<file path="src/rtl/pwm_meas_pkg.sv">
// Shared definitions for the PWM duty meter: capture states, synchroniser depth
// and default widths.
package pwm_meas_pkg;

    localparam int unsigned SYNC_DEPTH  = 2;
    localparam int unsigned CNT_W_DEF   = 24;
    localparam int unsigned DUTY_W_DEF  = 8;
    localparam int unsigned TIMEOUT_DEF = 5_000_000;

    typedef enum logic [1:0] {
        CAP_ARM,
        CAP_HIGH,
        CAP_LOW
    } cap_state_t;

endpackage

</file>
<file path="src/rtl/pwm_duty_div.sv">
// Serial restoring divider: quotient = floor((h << DUTY_W) / p), one bit per cycle.
// Requires h < p, so the quotient always fits DUTY_W bits.
module pwm_duty_div #(
    parameter int unsigned CNT_W  = 24,
    parameter int unsigned DUTY_W = 8
) (
    input  logic              clk,
    input  logic              rst,
    input  logic              start,
    input  logic [CNT_W-1:0]  h,
    input  logic [CNT_W-1:0]  p,
    output logic              busy,
    output logic              done,
    output logic [DUTY_W-1:0] quotient
);

    localparam int unsigned STEP_W = $clog2(DUTY_W + 1);

    logic [CNT_W:0]    rem;
    logic [CNT_W:0]    den;
    logic [CNT_W:0]    rem_sh;
    logic [CNT_W:0]    diff;
    logic              ge;
    logic [DUTY_W-1:0] q;
    logic [DUTY_W-1:0] q_nx;
    logic [STEP_W-1:0] steps;

    // rem < den always holds, so shifting left never loses a set MSB.
    always_comb begin
        rem_sh = rem << 1;
        diff   = rem_sh - den;
        ge     = (rem_sh >= den);
        q_nx   = (q << 1) | DUTY_W'(ge);
    end

    assign done     = busy && (steps == STEP_W'(1));
    assign quotient = q_nx;

    always_ff @(posedge clk) begin
        if (rst) begin
            rem   <= '0;
            den   <= '0;
            q     <= '0;
            steps <= '0;
            busy  <= 1'b0;
        end else if (!busy) begin
            if (start) begin
                rem   <= {1'b0, h};
                den   <= {1'b0, p};
                q     <= '0;
                steps <= STEP_W'(DUTY_W);
                busy  <= 1'b1;
            end
        end else begin
            rem   <= ge ? diff : rem_sh;
            q     <= q_nx;
            steps <= steps - STEP_W'(1);
            if (steps == STEP_W'(1)) begin
                busy <= 1'b0;
            end
        end
    end

endmodule

</file>
<file path="src/rtl/pwm_duty_meter.sv">
// Measures high time, period and duty of an asynchronous PWM input and flags a
// line that has stopped toggling.
module pwm_duty_meter
    import pwm_meas_pkg::*;
#(
    parameter int unsigned CNT_W   = CNT_W_DEF,
    parameter int unsigned DUTY_W  = DUTY_W_DEF,
    parameter int unsigned TIMEOUT = TIMEOUT_DEF
) (
    input  logic              clk,
    input  logic              rst,
    input  logic              pwm_in,
    output logic [CNT_W-1:0]  high_cnt,
    output logic [CNT_W-1:0]  period_cnt,
    output logic [DUTY_W-1:0] duty,
    output logic              meas_valid,
    output logic              stuck,
    output logic              stuck_level,
    output logic              overrun
);

    localparam logic [CNT_W-1:0] AGE_LAST = CNT_W'(TIMEOUT - 1);
    localparam logic [CNT_W-1:0] AGE_MAX  = CNT_W'(TIMEOUT);

    logic [SYNC_DEPTH-1:0] sync;
    logic                  pwm_s;
    logic                  pwm_d;
    logic                  rise;
    logic                  fall;
    logic                  any_edge;

    logic [CNT_W-1:0]      pcnt;
    logic [CNT_W-1:0]      hcnt;
    logic [CNT_W-1:0]      edge_age;
    logic [CNT_W-1:0]      h_lat;
    logic [CNT_W-1:0]      p_lat;

    cap_state_t            state;
    cap_state_t            state_nx;
    logic                  timeout_hit;
    logic                  div_start;
    logic                  set_overrun;
    logic                  clr_stuck;

    logic                  div_busy;
    logic                  div_done;
    logic [DUTY_W-1:0]     div_q;

    assign pwm_s    = sync[SYNC_DEPTH-1];
    assign rise     = pwm_s & ~pwm_d;
    assign fall     = ~pwm_s & pwm_d;
    assign any_edge = rise | fall;

    always_ff @(posedge clk) begin
        if (rst) begin
            sync     <= '0;
            pwm_d    <= 1'b0;
            pcnt     <= '0;
            hcnt     <= '0;
            edge_age <= '0;
        end else begin
            sync  <= {sync[SYNC_DEPTH-2:0], pwm_in};
            pwm_d <= pwm_s;

            if (rise) begin
                pcnt <= CNT_W'(1);
            end else if (pcnt != '1) begin
                pcnt <= pcnt + CNT_W'(1);
            end

            if (rise) begin
                hcnt <= CNT_W'(1);
            end else if (pwm_s && hcnt != '1) begin
                hcnt <= hcnt + CNT_W'(1);
            end

            if (any_edge) begin
                edge_age <= '0;
            end else if (edge_age != AGE_MAX) begin
                edge_age <= edge_age + CNT_W'(1);
            end
        end
    end

    always_ff @(posedge clk) begin
        if (rst) begin
            state <= CAP_ARM;
        end else begin
            state <= state_nx;
        end
    end

    // Timeout fires once: edge_age saturates past TIMEOUT-1 until the next edge.
    always_comb begin
        state_nx    = state;
        div_start   = 1'b0;
        set_overrun = 1'b0;
        clr_stuck   = 1'b0;
        timeout_hit = !any_edge && (edge_age == AGE_LAST);

        if (timeout_hit) begin
            state_nx = CAP_ARM;
        end else begin
            unique case (state)
                CAP_ARM: begin
                    if (rise) begin
                        state_nx  = CAP_HIGH;
                        clr_stuck = 1'b1;
                    end
                end
                CAP_HIGH: begin
                    if (fall) begin
                        state_nx = CAP_LOW;
                    end
                end
                CAP_LOW: begin
                    if (rise) begin
                        state_nx = CAP_HIGH;
                        if (div_busy) begin
                            set_overrun = 1'b1;
                        end else begin
                            div_start = 1'b1;
                        end
                    end
                end
                default: state_nx = CAP_ARM;
            endcase
        end
    end

    pwm_duty_div #(
        .CNT_W  (CNT_W),
        .DUTY_W (DUTY_W)
    ) u_div (
        .clk      (clk),
        .rst      (rst),
        .start    (div_start),
        .h        (hcnt),
        .p        (pcnt),
        .busy     (div_busy),
        .done     (div_done),
        .quotient (div_q)
    );

    always_ff @(posedge clk) begin
        if (rst) begin
            h_lat       <= '0;
            p_lat       <= '0;
            high_cnt    <= '0;
            period_cnt  <= '0;
            duty        <= '0;
            meas_valid  <= 1'b0;
            stuck       <= 1'b0;
            stuck_level <= 1'b0;
            overrun     <= 1'b0;
        end else begin
            meas_valid <= 1'b0;

            if (div_start) begin
                h_lat <= hcnt;
                p_lat <= pcnt;
            end

            if (set_overrun) begin
                overrun <= 1'b1;
            end

            if (clr_stuck) begin
                stuck <= 1'b0;
            end

            if (timeout_hit) begin
                stuck       <= 1'b1;
                stuck_level <= pwm_s;
                high_cnt    <= '0;
                period_cnt  <= '0;
                duty        <= {DUTY_W{pwm_s}};
                meas_valid  <= 1'b1;
            end else if (div_done) begin
                high_cnt   <= h_lat;
                period_cnt <= p_lat;
                duty       <= div_q;
                meas_valid <= 1'b1;
            end
        end
    end

endmodule
</file>
<file path="config.mk">
export PLATFORM = sky130hd
export DESIGN_NAME = pwm_duty_meter
export DESIGN_NICKNAME = d
export VERILOG_FILES = /design/src/rtl/pwm_meas_pkg.sv /design/src/rtl/pwm_duty_div.sv /design/src/rtl/pwm_duty_meter.sv
export SDC_FILE = /design/constraint.sdc
export NUM_CORES = 1
export LEC_CHECK = 0
export ABC_CLOCK_PERIOD_IN_PS = 2750
export CAP_MARGIN = 10
export CORE_MARGIN = 1.5
export CORE_UTILIZATION = 54
export CTS_BUF_LIST = sky130_fd_sc_hd__clkbuf_8 sky130_fd_sc_hd__clkbuf_16
export CTS_CLUSTER_SIZE = 25
export DETAILED_ROUTE_END_ITERATION = 16
export PLACE_DENSITY = 0.76
export SLEW_MARGIN = 20
export SYNTH_ARGS = -nofsm -noshare
export SYNTH_HDL_FRONTEND = slang
export SYNTH_SLANG_ARGS = --single-unit
</file>
<file path="constraint.sdc">
create_clock -name clk -period 2.75 [get_ports clk]
set_clock_uncertainty 0.15 [all_clocks]
set_input_delay 0.55 -clock clk [delete_from_list [all_inputs] [get_ports clk]]
set_output_delay 0.55 -clock clk [all_outputs]
set_load 0.05 [all_outputs]
</file>
-- Word-level counts from Yosys, hierarchy flattened
Index checks and enable logic that the tools add are counted.
W data, S select, Z words.
- $add $sub $neg: 5
- order comparisons: 1
- equal/unequal tests: 9
- muxes and demuxes: 34
- bitwise operators: 7
- reductions and logical operators: 16
- operators with widths (operator ; count):
    $add A24 B1 Y24 const B ; 3
    $mux W24 ; 3
    $ne A24 B24 Y1 const B ; 2
    $ge A25 B24 Y1 ; 1
    $eq A24 B23 Y1 const B ; 1
    $ne A24 B23 Y1 const B ; 1
    $sub A24 B24 Y24 ; 1
    $mux W1 ; 22
    $mux W8 ; 2
    $mux W7 ; 2
    $reduce_bool A2 Y1 ; 5
    $mux W4 ; 2
    $or A8 B1 Y8 ; 1
    $reduce_or A2 Y1 ; 4
    $eq A4 B1 Y1 const B ; 1
    $mux W2 ; 2
    $pmux W2 S2 ; 1
    $reduce_and A2 Y1 ; 2
    $sub A4 B1 Y4 const B ; 1
    $logic_and A1 B1 Y1 ; 3
    $not A1 Y1 ; 3
    $and A1 B1 Y1 ; 2
    $eq A2 B1 Y1 const B ; 1
    $eq A2 B2 Y1 const B ; 1
    5 further kinds ; 5
- register bits: 245
- bits of input ports: 3
- output and inout port bits: 60
- logic and storage cells: 94

-- Depth between registers and ports, before layout
Gate-level depths: netlist of run 1.
- depth in word-level cells: 8
- depth in mapped cells: 12
- depth with buffers taken out: 11

-- Modules after synthesis
A second synthesis of run 1 with hierarchy kept.
- cell total of the unflattened synthesis: 1407
- area, all modules: 12179.2 µm²
- by module, submodules not included (module ; times used ; cells each ; area an instance (µm²) ; seq. area each (µm²)):
    pwm_duty_meter ; 1 ; 854 ; 7922.6 ; 3703.6
    pwm_duty_div ; 1 ; 553 ; 4256.6 ; 1201.2

-- Worst setup path before layout of run 1
OpenSTA, ideal clock, no wires.
- path kind: flip-flop to flip-flop
- start: register u_div.den[3]
- end: register u_div.rem[16]
- library setup time: 0.147 ns
- arrival time: 2.684 ns
- required time: 2.453 ns
- setup slack: -0.231 ns
- cell stages (with the launch flop): 11
- path buffers: 0
- clock period less this slack: 2.981 ns
- cells stage by stage: dfxtp_1 inv_1 ha_1 o211ai_1 a21oi_1 o311a_1 o41ai_1 o21ai_0 mux2i_1 a2111oi_0 o221ai_1
- longest elaborated chain between the ends: 3
- elaborated cells between the ends (all ways): 4
- classes of those cells: add/sub (1); order compare (1); mux (2)
- RTL lines (what ; RTL line ; source):
    start, declared ; pwm_duty_div.sv:20 ; logic [CNT_W:0] den;
    start signal, assigned ; pwm_duty_div.sv:49 ; den <= {1'b0, p};
    $sub A24 B24 Y24 / $ge A25 B24 Y1 (equally long branches) ; pwm_duty_div.sv:31, pwm_duty_div.sv:32 ;
    $mux W24 * ; pwm_duty_div.sv:55 ; rem <= ge ? diff : rem_sh;
    $mux W24 * ; pwm_duty_div.sv:46 ; end else if (!busy) begin
    end signal, assigned ; pwm_duty_div.sv:48 ; rem <= {1'b0, h};
    end signal, assigned ; pwm_duty_div.sv:55 ;
    end, declared ; pwm_duty_div.sv:19 ; logic [CNT_W:0] rem;
Mark *: on every way between the ends. The rest lies on a longest branch, timed or not.
A chain may end at the register's enable or synchronous reset.

-- Worst setup path in the final report of run 1
- start: register u_div.den[22]
- end: register u_div.q[0]
- longest elaborated chain between the ends: 3
- RTL lines (what ; RTL line ; source):
    $ge A25 B24 Y1 ; pwm_duty_div.sv:32 ; ge = (rem_sh >= den);
    $or A8 B1 Y8 ; pwm_duty_div.sv:33 ; q_nx = (q << 1) | DUTY_W'(ge);
    $mux W7 ; pwm_duty_div.sv:46 ;
    end signal, assigned ; pwm_duty_div.sv:56 ; q <= q_nx;
    end, declared ; pwm_duty_div.sv:24 ; logic [DUTY_W-1:0] q;
Every way passes these cells.

==> reports/summary.json, run 1 <==
{
  "leading_cell_type_in_the_layout_fill_and_taps_excluded": {"value": "sky130_fd_sc_hd__nand2_1"},
  "route.antenna.remaining_nets": {"value": 0},
  "rsz0062_at_grt": {"value": "true"},
  "global_route.peak_usage_layer": {"value": "met2"},
  "num-nets-final": {"value": 1522},
  "hold_path.class": {"value": "input port to flip-flop"},
  "yosys.area.top_type_share": {"value": 0.445},
  "syn_nets": {"value": 1414},
  "hold_ws": {"value": 0.233, "unit": "ns"},
  "diode_insertion_count_for_antenna_repair": {"value": 0},
  "gpl.final_weighted_congestion": {"value": 0.951},
  "worstPathArrival": {"value": 3.05, "unit": "ns"},
  "gr-total-overflow": {"value": 0},
  "dp.final_hpwl": {"value": 18400, "unit": "um"},
  "grt_use_met1": {"value": 0.340},
  "worstReg2RegStart": {"value": "u_div.den[22]"},
  "crit_type": {"value": "flip-flop to flip-flop"},
  "power.density_cell_area": {"value": 533, "unit": "nW/um^2"},
  "cp-start-kind": {"value": "flip-flop"},
  "remaining_drc_errors": {"value": 0},
  "wl": {"value": 27500, "unit": "um"},
  "cts_hold_buf": {"value": 0},
  "most-common-layout-cells": {"value": "sky130_fd_sc_hd__nand2_1, sky130_fd_sc_hd__dfxtp_1, sky130_fd_sc_hd__a21oi_1"},
  "critical_path.max_fanout": {"value": 3},
  "synthTopCellsByArea": {"value": "sky130_fd_sc_hd__dfxtp_1, sky130_fd_sc_hd__nand2_1, sky130_fd_sc_hd__a21oi_1, sky130_fd_sc_hd__nor2_1, sky130_fd_sc_hd__xor2_1"},
  "min_delay_path_depth": {"value": 2},
  "min_delay_worst_endpoint": {"value": "pwm_d"},
  "die_w": {"value": 146, "unit": "um"},
  "synth.cell_area": {"value": 11000, "unit": "um^2"},
  "detail_route.first_pass.iterations": {"value": 5},
  "place_ws": {"value": -0.0748, "unit": "ns"},
  "clock-sinks": {"value": 245},
  "gr-usage-met2": {"value": 0.426},
  "final_layout_size_suffix_gt1_frac": {"value": 0.127},
  "power.leakage": {"value": 4.89, "unit": "nW"},
  "status": {"value": "finished, violations left"},
  "cap_violations": {"value": 0},
  "finish.cell_count_without_fillers": {"value": 1772},
  "synth.avg_cell_area": {"value": 8.00, "unit": "um^2"},
  "async_reset_ff_frac": {"value": 0},
  "synth_cell_type_count": {"value": 57},
  "std_cell_rows": {"value": 52},
  "grt_start_max_net_pins": {"value": 47},
  "final_period_minus_worst_setup_slack": {"value": 2.80, "unit": "ns"},
  "violation_count_after_the_first_detailed_routing_iteration": {"value": 573},
  "fin_total_pwr": {"value": 7.22, "unit": "mW"},
  "synth_edf_count": {"value": 0},
  "clkTransAtPathRegs": {"value": 0.06, "unit": "ns"},
  "yosys_most_used_dff": {"value": "sky130_fd_sc_hd__dfxtp_1"},
  "post_drt_via_cell_ratio": {"value": 5.53},
  "finalMaxSlewViolations": {"value": 0},
  "hold_start": {"value": "rst"},
  "tritoncts": {"value": "yes"},
  "synthesis.instances": {"value": 1378},
  "die_height": {"value": 146, "unit": "um"},
  "design.core.area": {"value": 20100, "unit": "um^2"},
  "ir_worst_vdd": {"value": 0.510, "unit": "mV"},
  "cts_htree_levels": {"value": 1},
  "tightest_slew": {"value": 0.939, "unit": "ns"},
  "synth_sequential_area_ratio": {"value": 0.445},
  "area_delta_synth_final": {"value": 23.0, "unit": "%"},
  "place_area": {"value": 12400, "unit": "um^2"},
  "post-route-period-util": {"value": 1.02},
  "crit_path_capture_type": {"value": "flip-flop"},
  "detail_route.wl_per_cell": {"value": 15.5, "unit": "um"},
  "rrSetupSlack": {"value": -0.05, "unit": "ns"},
  "dieArea": {"value": 21300, "unit": "um^2"},
  "synthDominantAreaCellType": {"value": "sky130_fd_sc_hd__dfxtp_1"},
  "finalWorstSetupSlack": {"value": -0.0545, "unit": "ns"},
  "critical_path_required_time": {"value": 3.00, "unit": "ns"},
  "io_buffers": {"value": 62},
  "r2r_endpoint": {"value": "u_div.q[0]"},
  "track_usage": {"value": 0.254},
  "clk_path_buf_depth": {"value": 3},
  "fillers": {"value": 1643},
  "violations": {"value": "setup timing"},
  "vias": {"value": 9793},
  "number_of_register_bits_inferred_by_synthesis": {"value": 245},
  "cts_inserted_buffers": {"value": 25},
  "number_of_global_route_vias_before_repair": {"value": 9231},
  "worstSkewPairLatency": {"value": 0.53, "unit": "ns"},
  "setup_viol": {"value": 2},
  "final-hold-violation-count": {"value": 0},
  "grt_pass1_wl": {"value": 45100, "unit": "um"},
  "global_route.usage.met3": {"value": 0.0382},
  "initial_utilization": {"value": 0.548},
  "placed_cells": {"value": 1721},
  "top_level_ports": {"value": 63},
  "r2r.worst_path.cells": {"value": 9},
  "slew-limit-headroom": {"value": 0.374},
  "max_freq": {"value": 357, "unit": "MHz"},
  "design_area": {"value": 13500, "unit": "um^2"},
  "ctsRootBufferMaster": {"value": "sky130_fd_sc_hd__clkbuf_16"},
  "number_of_antenna_violations_at_the_first_check_in_global_routing": {"value": 0},
  "synthesis.yosys.warnings": {"value": 0}
}
==> worst max-delay path by stage <==
stage / start / end / slack [ns] / cells past startpoint
floorplan: u_div.den[3] / u_div.rem[16] / -0.003 / 10
global placement: u_div.den[3] / u_div.rem[16] / -0.07 / 11
detailed placement: u_div.den[3] / u_div.rem[16] / -0.07 / 11
CTS: u_div.den[2] / u_div.rem[22] / 0.003 / 12
global route: u_div.den[12] / u_div.rem[23] / -0.12 / 11
finish: u_div.den[22] / u_div.q[0] / -0.05 / 9
==> where the power goes <==
group	switching (mW)	internal, mW	leakage, nW
Sequential	0.0101	3.56	1.98
Combinational	0.107	0.0495	2.48
Clock	1.38	2.12	0.437
Total	1.50	5.73	4.89
==> per-stage QoR <==
stage	setup TNS, ns	util
finish	-0.102	0.674
global placement	-0.0989	0.615
floorplan	-0.00312	-
CTS	0	0.663
global route	-1.37	0.674
detailed placement	-1.08	0.616
==> cell type report <==
class | count | area, um^2 | share of cell area
Tap cell | 270 | 338 | 0.0249
Inverter | 44 | 165 | 0.0122
Multi-Input combinational cell | 1016 | 5850 | 0.432
Sequential cell | 245 | 4910 | 0.363
Clock inverter | 11 | 130 | 0.00960
Timing Repair Buffer | 154 | 1430 | 0.105
Clock buffer | 32 | 722 | 0.0533
==> cell usage after synthesis (2+ instances only) <==
master,count
sky130_fd_sc_hd__nand2_1,304
sky130_fd_sc_hd__dfxtp_1,245
sky130_fd_sc_hd__a21oi_1,182
sky130_fd_sc_hd__nor2_1,126
sky130_fd_sc_hd__clkbuf_1,59
sky130_fd_sc_hd__xor2_1,52
sky130_fd_sc_hd__inv_1,44
sky130_fd_sc_hd__o21ai_0,34
sky130_fd_sc_hd__ha_1,32
sky130_fd_sc_hd__nand3_1,31
sky130_fd_sc_hd__a211oi_1,30
sky130_fd_sc_hd__mux2i_1,22
sky130_fd_sc_hd__nand4_1,22
sky130_fd_sc_hd__xnor2_1,21
sky130_fd_sc_hd__and2_1,20
sky130_fd_sc_hd__nor3_1,17
sky130_fd_sc_hd__and3_1,16
sky130_fd_sc_hd__or3_1,16
sky130_fd_sc_hd__buf_6,11
sky130_fd_sc_hd__nor2b_1,11
sky130_fd_sc_hd__a31oi_1,10
sky130_fd_sc_hd__nand2b_1,6
sky130_fd_sc_hd__and4_1,5
sky130_fd_sc_hd__nor4_1,5
sky130_fd_sc_hd__buf_2,4
sky130_fd_sc_hd__a21o_1,3
sky130_fd_sc_hd__a221o_1,3
sky130_fd_sc_hd__o21a_1,3
sky130_fd_sc_hd__o21bai_1,3
sky130_fd_sc_hd__o221ai_1,3
sky130_fd_sc_hd__or2_2,3
sky130_fd_sc_hd__or4_1,3
sky130_fd_sc_hd__a2111oi_0,2
sky130_fd_sc_hd__a311oi_1,2
sky130_fd_sc_hd__mux2_2,2
sky130_fd_sc_hd__nand4b_1,2
sky130_fd_sc_hd__o211ai_1,2
sky130_fd_sc_hd__o31ai_1,2
sky130_fd_sc_hd__o41ai_1,2
==> worst max-delay path, cell delays in order (launching register included) <==
cell and delay (ns):
sky130_fd_sc_hd__dfxtp_1 0.33, sky130_fd_sc_hd__inv_1 0.06, sky130_fd_sc_hd__ha_1 0.33, sky130_fd_sc_hd__a21o_1 0.20
sky130_fd_sc_hd__a211oi_1 0.26, sky130_fd_sc_hd__o31ai_1 0.13, sky130_fd_sc_hd__nand4b_1 0.28, sky130_fd_sc_hd__o21ai_0 0.67
sky130_fd_sc_hd__buf_4 0.22, sky130_fd_sc_hd__a21oi_1 0.05
==> per-layer routing <==
layer	share of wire	vias to the layer above	wire, um
met1	0.45	4583	12400
met2	0.46	275	12800
met3	0.059	55	1630
met4	0.024	0	667
met5	0	-	0
li1	-	4880	-
==> registers in the layout, indices dropped and copies added (netlist names), 2 cells and up <==
name and cells:
state 2, h_lat 24, hcnt 24, u_div.q 7
p_lat 24, u_div.den 24, period_cnt 24, duty 8
u_div.steps 4, edge_age 24, high_cnt 24, sync 2
pcnt 24, u_div.rem 24
==> what timing repair did <==
| item | 4_1_cts | 5_1_grt |
|---|---|---|
| endpoints found under the setup margin | 80 | 95 |
| cloned | 2 | 1 |
| pin swaps | 4 | 19 |
| resized for setup | 13 | 48 |
| buffers inserted | 1 | 4 |
==> logic make-up after synthesis <==
family | synth area share
muxes | 0.0220
adders and majority gates | 0.0382
DFF | 0.445
buffers and inverters | 0.0485
and+or+nand+nor | 0.239
AOI/OAI and AO/OA | 0.149
xor gates and xnor gates | 0.0580
No activity file was read; power rests on OpenSTA's default activity.
==> run 2: changes to the inputs <==
--- a/config.mk
+++ b/config.mk
@@ -5,14 +5,15 @@
 export SDC_FILE = /design/constraint.sdc
 export NUM_CORES = 1
 export LEC_CHECK = 0
-export ABC_CLOCK_PERIOD_IN_PS = 2750
+export ABC_CLOCK_PERIOD_IN_PS = 3320
 export CAP_MARGIN = 10
 export CORE_MARGIN = 1.5
-export CORE_UTILIZATION = 54
+export CORE_UTILIZATION = 60
 export CTS_BUF_LIST = sky130_fd_sc_hd__clkbuf_8 sky130_fd_sc_hd__clkbuf_16
+export CTS_CLUSTER_DIAMETER = 40
 export CTS_CLUSTER_SIZE = 25
 export DETAILED_ROUTE_END_ITERATION = 16
-export PLACE_DENSITY = 0.76
+export PLACE_DENSITY = 0.8
 export SLEW_MARGIN = 20
 export SYNTH_ARGS = -nofsm -noshare
 export SYNTH_HDL_FRONTEND = slang
==> constraint.sdc (replaced) <==
create_clock -name clk -period 3.32 [get_ports clk]
set_clock_uncertainty 0.15 [all_clocks]
set_input_delay 0.664 -clock clk [delete_from_list [all_inputs] [get_ports clk]]
set_output_delay 0.664 -clock clk [all_outputs]
set_load 0.05 [all_outputs]
==> reports/summary.json, run 2 (synthesized netlist as in run 1, its figures left out) <==
{
  "status": {"value": "finished clean"},
  "post_drt_via_cell_ratio": {"value": 5.82},
  "post-route-period-util": {"value": 0.939},
  "ir_worst_vdd": {"value": 0.476, "unit": "mV"},
  "combPwrFrac": {"value": 0.017},
  "initial_utilization": {"value": 0.613},
  "power_frac_seq": {"value": 0.455},
  "slew-limit-headroom": {"value": 0.286},
  "finish.cell_count_without_fillers": {"value": 1670},
  "detail_route.wl_per_cell": {"value": 15.8, "unit": "um"},
  "gpl.final_weighted_congestion": {"value": 0.869},
  "number_of_global_route_vias_before_repair": {"value": 9302},
  "critical_path_required_time": {"value": 3.61, "unit": "ns"},
  "worstSkewPairLatency": {"value": 0.55, "unit": "ns"},
  "std_cell_rows": {"value": 49},
  "ctsRootBufferMaster": {"value": "sky130_fd_sc_hd__clkbuf_16"},
  "leading_cell_type_in_the_layout_fill_and_taps_excluded": {"value": "sky130_fd_sc_hd__nand2_1"},
  "final_period_minus_worst_setup_slack": {"value": 3.12, "unit": "ns"},
  "crit_path_capture_type": {"value": "flip-flop"},
  "route.antenna.remaining_nets": {"value": 0},
  "critical_path.max_fanout": {"value": 6},
  "number_of_antenna_violations_at_the_first_check_in_global_routing": {"value": 0},
  "setup_viol": {"value": 0},
  "design.core.area": {"value": 18000, "unit": "um^2"},
  "num-nets-final": {"value": 1453},
  "die_height": {"value": 139, "unit": "um"},
  "clk_path_buf_depth": {"value": 3},
  "rrSetupSlack": {"value": 0.20, "unit": "ns"},
  "vias": {"value": 9716},
  "crit_type": {"value": "flip-flop to flip-flop"},
  "detail_route.first_pass.iterations": {"value": 7},
  "clock-sinks": {"value": 245},
  "power_frac_clock": {"value": 0.528},
  "r2r.worst_path.cells": {"value": 9},
  "tns": {"value": 0, "unit": "ns"},
  "tightest_slew": {"value": 1.07, "unit": "ns"},
  "cts_hold_buf": {"value": 0},
  "area_delta_synth_final": {"value": 16.2, "unit": "%"},
  "cts_inserted_buffers": {"value": 31},
  "worstReg2RegStart": {"value": "u_div.den[1]"},
  "min_delay_path_depth": {"value": 1},
  "track_usage": {"value": 0.269},
  "rsz0062_at_grt": {"value": "false"},
  "power.leakage": {"value": 4.51, "unit": "nW"},
  "die_w": {"value": 139, "unit": "um"},
  "dieArea": {"value": 19200, "unit": "um^2"},
  "grt_start_max_net_pins": {"value": 57},
  "cap_violations": {"value": 0},
  "top_level_ports": {"value": 63},
  "violation_count_after_the_first_detailed_routing_iteration": {"value": 676},
  "most-common-layout-cells": {"value": "sky130_fd_sc_hd__nand2_1, sky130_fd_sc_hd__dfxtp_1, sky130_fd_sc_hd__a21oi_1"},
  "max_freq": {"value": 321, "unit": "MHz"},
  "clkTransAtPathRegs": {"value": 0.06, "unit": "ns"},
  "final-hold-violation-count": {"value": 0},
  "final_layout_size_suffix_gt1_frac": {"value": 0.0659},
  "io_buffers": {"value": 62},
  "r2r_endpoint": {"value": "u_div.rem[19]"},
  "cp-start-kind": {"value": "flip-flop"},
  "fillers": {"value": 1395},
  "tritoncts": {"value": "yes"},
  "placed_cells": {"value": 1613},
  "switching_power": {"value": 1.44, "unit": "mW"},
  "power_switching_share": {"value": 0.222},
  "finalMaxSlewViolations": {"value": 0},
  "cts_htree_levels": {"value": 1},
  "gr-total-overflow": {"value": 0},
  "diode_insertion_count_for_antenna_repair": {"value": 0},
  "grt_pass1_wl": {"value": 43900, "unit": "um"},
  "p_int": {"value": 5.07, "unit": "mW"},
  "worstPathArrival": {"value": 3.40, "unit": "ns"},
  "hold_path.class": {"value": "flip-flop to flip-flop"},
  "power.density_cell_area": {"value": 508, "unit": "nW/um^2"},
  "min_delay_worst_endpoint": {"value": "sync[1]"},
  "wl": {"value": 26500, "unit": "um"},
  "dp.final_hpwl": {"value": 17800, "unit": "um"},
  "remaining_drc_errors": {"value": 0},
  "hold_start": {"value": "sync[0]"}
}
[run 2: power by group through the flow]
stage | sequential, mW | combinational (mW) | clock [mW]
floorplan | 3.02 | 0.0796 | 0
global placement | 3.03 | 0.103 | 0
detailed placement | 3.03 | 0.106 | 0
CTS | 2.96 | 0.107 | 3.47
global route | 2.96 | 0.118 | 3.58
finish | 2.96 | 0.108 | 3.44
[run 2: metrics by stage]
step	area (um^2)	setup slack, ns	utilization	power (mW)	hold WS (ns)
final	12800	0.202	0.713	6.51	0.295
after CTS	12800	0.212	0.712	6.53	0.297
after detailed placement	11700	0.244	0.653	3.13	0.281
after global routing	12800	0.00547	0.713	6.66	0.317
after floorplan	11000	0.339	-	3.10	0.264
after global placement	11700	0.341	0.653	3.13	0.270
[run 2: what timing repair did]
action / in CTS / in global routing
endpoints found under the setup margin: 0 / 1
buffers inserted: 0 / 0
gates resized for setup: 0 / 1
[run 2: layer usage]
layer  GRT usage  wire (um)
met1       0.353      12000
met2       0.456      12600
met3      0.0426       1260
met4      0.0875        641
met5           0          0
[run 2: cell type report]
cell class              instances  area [um^2]  area share
clock inverters                24          272      0.0212
clock buffers                  33          803      0.0627
multi-input cells            1014         5600       0.437
inverters                      44          165      0.0129
repair buffers                 81          773      0.0604
flip-flops and latches        245         4910       0.383
well taps                     229          287      0.0224
[run 2: worst max-delay path, cell delays in order, from the launching register on]
cell	delay, ns
sky130_fd_sc_hd__dfxtp_1	0.38
sky130_fd_sc_hd__inv_1	0.06
sky130_fd_sc_hd__ha_1	0.29
sky130_fd_sc_hd__nor2b_1	0.19
sky130_fd_sc_hd__o211ai_1	0.13
sky130_fd_sc_hd__a311o_1	0.42
sky130_fd_sc_hd__a2111oi_2	0.55
sky130_fd_sc_hd__nor2_2	0.17
sky130_fd_sc_hd__and2_0	0.27
sky130_fd_sc_hd__a221o_1	0.39
[run 2: worst max path at each step]
stage | from | to | slack [ns] | cells after the start
2_1_floorplan | u_div.den[3] | u_div.rem[16] | 0.34 | 10
3_3_place_gp | u_div.den[3] | u_div.rem[16] | 0.34 | 11
3_5_place_dp | u_div.den[3] | u_div.rem[16] | 0.24 | 11
4_1_cts | u_div.den[3] | u_div.rem[16] | 0.21 | 11
5_1_grt | u_div.den[1] | u_div.rem[10] | 0.005 | 11
6_report | u_div.den[1] | u_div.rem[19] | 0.20 | 9
